`src/rtl/mult_seq_ctrl.sv`:
```
// Memory-mapped sequencer for a shared combinational array multiplier.
// A 4-word register window on the CPU look-ahead bus loads the operands and
// starts an operation. The FSM then waits for the ripple to settle and
// captures the product into RESULT.
//
//   state     | meaning
//   ----------+-----------------------------------------------------------
//   S_IDLE    | operands writable, waiting for START (or OPB write in AUTO)
//   S_SETTLE  | operands frozen, down-counter lets the multiplier settle
//   S_CAPTURE | product latched into RESULT, DONE set, done_irq follows
module mult_seq_ctrl #(
  parameter int unsigned N             = 16,
  parameter logic [31:0] BASE_ADDR     = 32'h0FFF_FFF0,
  parameter int unsigned SETTLE_CYCLES = 4
) (
  input  logic           clk,
  input  logic           resetn,
  input  logic           mem_la_read,
  input  logic           mem_la_write,
  input  logic [31:0]    mem_la_addr,
  input  logic [31:0]    mem_la_wdata,
  input  logic [3:0]     mem_la_wstrb,
  output logic           rd_hit,
  output logic [31:0]    rd_data,
  output logic [N-1:0]   mul_a,
  output logic [N-1:0]   mul_b,
  input  logic [2*N-1:0] mul_p,
  output logic           busy,
  output logic           done_irq
);

  typedef enum logic [1:0] {
    S_IDLE    = 2'd0,
    S_SETTLE  = 2'd1,
    S_CAPTURE = 2'd2
  } state_t;

  state_t        state;
  logic [7:0]    settle_cnt;
  logic [N-1:0]  opa_q;
  logic [N-1:0]  opb_q;
  logic [31:0]   result_q;
  logic          auto_q;
  logic          done_q;
  logic          ovr_q;

  logic          win_hit;
  logic [1:0]    win_off;
  logic          wr_opa, wr_opb, wr_ctrl, rd_result;
  logic          ctrl_start, ctrl_clr;
  logic          is_idle, trigger, ovr_set, capture;
  logic          unused_wstrb;

  // Only operand bytes 0 and 1 are ever writable; upper strobes have no target.
  assign unused_wstrb = ^mem_la_wstrb[3:2];

  // Window decode: word-aligned accesses inside the 16-byte window only.
  assign win_hit   = (mem_la_addr[31:4] == BASE_ADDR[31:4]) && (mem_la_addr[1:0] == 2'b00);
  assign win_off   = mem_la_addr[3:2];
  assign wr_opa    = mem_la_write && win_hit && (win_off == 2'd0);
  assign wr_opb    = mem_la_write && win_hit && (win_off == 2'd1);
  assign wr_ctrl   = mem_la_write && win_hit && (win_off == 2'd3) && mem_la_wstrb[0];
  assign rd_result = mem_la_read  && win_hit && (win_off == 2'd2);

  assign ctrl_start = wr_ctrl && mem_la_wdata[0];
  assign ctrl_clr   = wr_ctrl && mem_la_wdata[2];

  assign is_idle = (state == S_IDLE);
  assign capture = (state == S_CAPTURE);
  assign trigger = is_idle && (ctrl_start || (wr_opb && auto_q));
  assign ovr_set = !is_idle && (wr_opa || wr_opb || ctrl_start);

  assign mul_a = opa_q;
  assign mul_b = opb_q;

  // Merge the low two bytes of write data into an operand under byte strobes.
  function automatic logic [N-1:0] merge_lo(input logic [N-1:0] cur,
                                            input logic [31:0]  wd,
                                            input logic [3:0]   ws);
    logic [31:0] mask;
    logic [31:0] merged;
    mask   = {16'h0000, {8{ws[1]}}, {8{ws[0]}}};
    merged = (32'(cur) & ~mask) | (wd & mask);
    return merged[N-1:0];
  endfunction

  // Operand registers: writable only in IDLE so the multiplier inputs stay frozen.
  always_ff @(posedge clk) begin
    if (!resetn) begin
      opa_q <= '0;
      opb_q <= '0;
    end else if (is_idle) begin
      if (wr_opa) opa_q <= merge_lo(opa_q, mem_la_wdata, mem_la_wstrb);
      if (wr_opb) opb_q <= merge_lo(opb_q, mem_la_wdata, mem_la_wstrb);
    end
  end

  // Sequencer: settle countdown, product capture, busy and completion pulse.
  always_ff @(posedge clk) begin
    if (!resetn) begin
      state      <= S_IDLE;
      settle_cnt <= '0;
      result_q   <= '0;
      busy       <= 1'b0;
      done_irq   <= 1'b0;
    end else begin
      done_irq <= 1'b0;
      case (state)
        S_IDLE: begin
          if (trigger) begin
            state      <= S_SETTLE;
            settle_cnt <= 8'(SETTLE_CYCLES - 1);
            busy       <= 1'b1;
          end
        end
        S_SETTLE: begin
          if (settle_cnt == 8'd0) state <= S_CAPTURE;
          else                    settle_cnt <= settle_cnt - 8'd1;
        end
        S_CAPTURE: begin
          result_q <= 32'(mul_p);
          done_irq <= 1'b1;
          busy     <= 1'b0;
          state    <= S_IDLE;
        end
        default: begin
          state <= S_IDLE;
          busy  <= 1'b0;
        end
      endcase
    end
  end

  // Status bits: later assignments win, so CLR beats an OVR set and CAPTURE beats a clear.
  always_ff @(posedge clk) begin
    if (!resetn) begin
      auto_q <= 1'b0;
      done_q <= 1'b0;
      ovr_q  <= 1'b0;
    end else begin
      if (wr_ctrl) auto_q <= mem_la_wdata[1];
      if (ovr_set)  ovr_q <= 1'b1;
      if (ctrl_clr) ovr_q <= 1'b0;
      if (ctrl_clr || rd_result) done_q <= 1'b0;
      if (capture) done_q <= 1'b1;
    end
  end

  // Registered read port: data for a window read appears the following cycle.
  always_ff @(posedge clk) begin
    if (!resetn) begin
      rd_hit  <= 1'b0;
      rd_data <= '0;
    end else begin
      rd_hit  <= mem_la_read && win_hit;
      rd_data <= '0;
      if (mem_la_read && win_hit) begin
        case (win_off)
          2'd0:    rd_data <= 32'(opa_q);
          2'd1:    rd_data <= 32'(opb_q);
          2'd2:    rd_data <= result_q;
          default: rd_data <= {28'd0, auto_q, ovr_q, done_q, busy};
        endcase
      end
    end
  end

endmodule

```
`config.mk`:
```
export PLATFORM = sky130hd
export DESIGN_NAME = mult_seq_ctrl
export DESIGN_NICKNAME = d
export VERILOG_FILES = /design/src/rtl/mult_seq_ctrl.sv
export SDC_FILE = /design/constraint.sdc
export NUM_CORES = 1
export LEC_CHECK = 0
export CAP_MARGIN = 10
export CORE_MARGIN = 2
export CORE_UTILIZATION = 46
export CTS_BUF_LIST = sky130_fd_sc_hd__clkbuf_4
export DETAILED_ROUTE_END_ITERATION = 8
export PLACE_DENSITY = 0.92
export SLEW_MARGIN = 10
export SYNTH_ARGS = -nofsm -noshare
export SYNTH_HDL_FRONTEND = slang
export SYNTH_SLANG_ARGS = --single-unit
```
`constraint.sdc`:
```
create_clock -name clk -period 3.07 [get_ports clk]
set_clock_uncertainty 0.15 [all_clocks]
set_input_delay 0.307 -clock clk [delete_from_list [all_inputs] [get_ports clk]]
set_output_delay 0.307 -clock clk [all_outputs]
set_load 0.005 [all_outputs]
```
==> impl_metrics.env <==
export IMPL_status="finished, final reports clean"
export IMPL_synthMuxAreaShare_pct=11.7
export IMPL_via_per_inst=5.29
export IMPL_portBuffers=152
export IMPL_syn2layout_area_growth_pct=39.0
export IMPL_grt_pass1_wl_um=20400
export IMPL_hold_path_class="input pin to flip-flop"
export IMPL_routed_wl_met3_um=875
export IMPL_synth_compound_area_share_pct=9.71
export IMPL_initial_core_util_pct=47.3
export IMPL_chipHeight_um=104
export IMPL_yosysWarnings=0
export IMPL_core_um2=9730
export IMPL_route_met2_wl_um=6360
export IMPL_ioPinCount=171
export IMPL_syn_nets=616
export IMPL_grt_pass1_vias=4283
export IMPL_post_cts_setup_buffers=0
export IMPL_cts_hold_buf=0
export IMPL_antenna_cells=0
export IMPL_fin_nets=758
export IMPL_synth_edf_count=0
export IMPL_dp_cells=774
export IMPL_syn_inst=510
export IMPL_gp_congestion=0.834
export IMPL_ctsLongestPathBuffers=2
export IMPL_async_reset_ff_share_pct=0
export IMPL_power_density_nw_per_um2=390
export IMPL_ys_flop_type="dfxtp_1"
export IMPL_synthTopCellsByArea="dfxtp_1 49%, nand2_1 9.9%, mux2i_1 9.8%"
export IMPL_path_clk_slew_ns=0.17
export IMPL_antenna_left=0
export IMPL_cts_resized=0
export IMPL_yosysTopAreaCell="dfxtp_1"
export IMPL_htreeDepth=3
export IMPL_drtPass1Iterations=8
export IMPL_power_uw=2490
export IMPL_wl_per_cell_um=15.9
export IMPL_yosys_area_share_simple_pct=23.9
export IMPL_m1WireLength_um=4970
export IMPL_yosysTopAreaCellShare_pct=48.7
export IMPL_layout_drive_gt1_share_pct=7.61
export IMPL_setup_tns_ns=0
export IMPL_die_area_um2=10800
export IMPL_critPathArrivalTime_ns=2.72
export IMPL_clock_latency_ns=0.45
export IMPL_placed_area_um2=6210
export IMPL_grt_max_degree=36
export IMPL_avgSynthCellArea_um2=9.02
export IMPL_die_x_um=104
export IMPL_fin_cells=790
export IMPL_vias=4183
export IMPL_maxCapViolCount=0
export IMPL_maxSlewViolCount=0
export IMPL_antenna_found_initial=0
export IMPL_synthTopCellsByCount="121 x nand2_1, 112 x dfxtp_1, 45 x mux2i_1"
export IMPL_routed_wl_um=12600
export IMPL_slew_headroom_pct=54.6
export IMPL_end_kind="flip-flop"
export IMPL_routed_top_layer="met4"
export IMPL_hold_violations=0
export IMPL_vdd_ir_drop_max_v=0.000209
export IMPL_grtUsageTotal_pct=22.9
export IMPL_synth_xor_area_share_pct=0
export IMPL_cp_max_fo=8
export IMPL_rows=36
export IMPL_cts_buffers=9
export IMPL_grt_overflow=0
export IMPL_stdcell_area_um2=6390
export IMPL_cts_tree="done"
export IMPL_cp_required_ns=3.24
export IMPL_drc=0
export IMPL_yosysSeqAreaShare_pct=48.7
export IMPL_fmax_mhz=393
export IMPL_synth_top_family_by_area="simple AND/OR/NAND/NOR gates"
export IMPL_drt_iter0_drc=261
export IMPL_rsz0062_at_grt="false"
export IMPL_dp_hpwl_um=9030
export IMPL_setup_violations=0
export IMPL_cts_root_buf="clkbuf_4"
export IMPL_worst_pin_slew_ns=0.679
export IMPL_cts_sinks=112
export IMPL_synth_fa_ha_area_share_pct=0.544
export IMPL_finalCritPeriodShare_pct=82.8
export IMPL_min_period_ns=2.54
export IMPL_synth_area_um2=4600
export IMPL_worstSetupPathType="input pin to flip-flop"
export IMPL_synthDistinctLibCells=44
export IMPL_p_leak_uw=0.00228
export IMPL_synth_seq_cells=112
export IMPL_cp_start_kind="input pin"
export IMPL_synth_most_common_cell="nand2_1"
==> metrics by stage <==
step	utilization, %	setup slack (ns)	hold slack [ns]
after floorplan	-	0.597	0.266
after global placement	63.9	0.100	0.270
after detailed placement	63.9	0.0798	0.276
after CTS	65.7	0.559	0.157
after global routing	65.7	0.501	0.157
final	65.7	0.529	0.176
==> worst max-delay path, cell delays in order <==
cell and delay (ns):
clkdlybuf4s50_1 0.43, or4_4 0.52, or4_4 0.62, or3_1 0.63, mux2i_1 0.20
==> where the power goes <==
part	switching, uW	total [uW]	internal [uW]
sequential	0.0000000441	1460	1460
combinational	73.3	188	114
clock	502	849	346
==> area by class of cell <==
type / instances / area (um2)
Fill cell: 746 / 3340
Sequential cell: 112 / 2240
Multi-Input combinational cell: 343 / 2110
Timing Repair Buffer: 165 / 1610
Tap cell: 133 / 166
Clock inverter: 7 / 111
Inverter: 21 / 78.8
Clock buffer: 9 / 67.6
==> routing by layer <==
| layer | global-route usage (%) | vias up |
|---|---|---|
| met5 | 0 | - |
| met4 | 9.17 | 0 |
| met3 | 5.95 | 30 |
| met2 | 40.4 | 164 |
| met1 | 26.4 | 1971 |
| li1 | - | 2018 |
==> cell families after synthesis <==
family,Yosys count
and+or+nand+nor,228
DFF,112
AOI/OAI and AO/OA,64
adders and majority gates,2
buffers and inverters,55
muxes,49
==> cell usage in the layout (no fill, tap or decap), types with 4 or more instances in the layout <==
| master | count |
|---|---|
| nand2_1 | 121 |
| nor2_2 | 9 |
| or3_1 | 5 |
| mux2i_1 | 45 |
| nor2_1 | 21 |
| a21boi_0 | 23 |
| buf_4 | 13 |
| mux4_2 | 4 |
| dfxtp_1 | 112 |
| nand3_1 | 7 |
| nor2b_1 | 7 |
| a21oi_1 | 24 |
| nand4_1 | 12 |
| clkbuf_4 | 9 |
| clkdlybuf4s50_1 | 151 |
| nor3_1 | 19 |
| nand4b_1 | 5 |
| inv_1 | 21 |
==> path summary, 6_finish.rpt <==
kind | slack (ns) | endpoint | depth (start not counted) | start
worst max-delay path | 0.53 | flip-flop | 5 | mem_la_addr[31]
worst min-delay path | 0.18 | settle_cnt[1] | 2 | resetn
worst max register to register | 1.06 | settle_cnt[1] | 3 | settle_cnt[2]
worst min register to register | 0.30 | rd_data[22] | 2 | result_q[22]
Power figures use the tool's default switching activity.
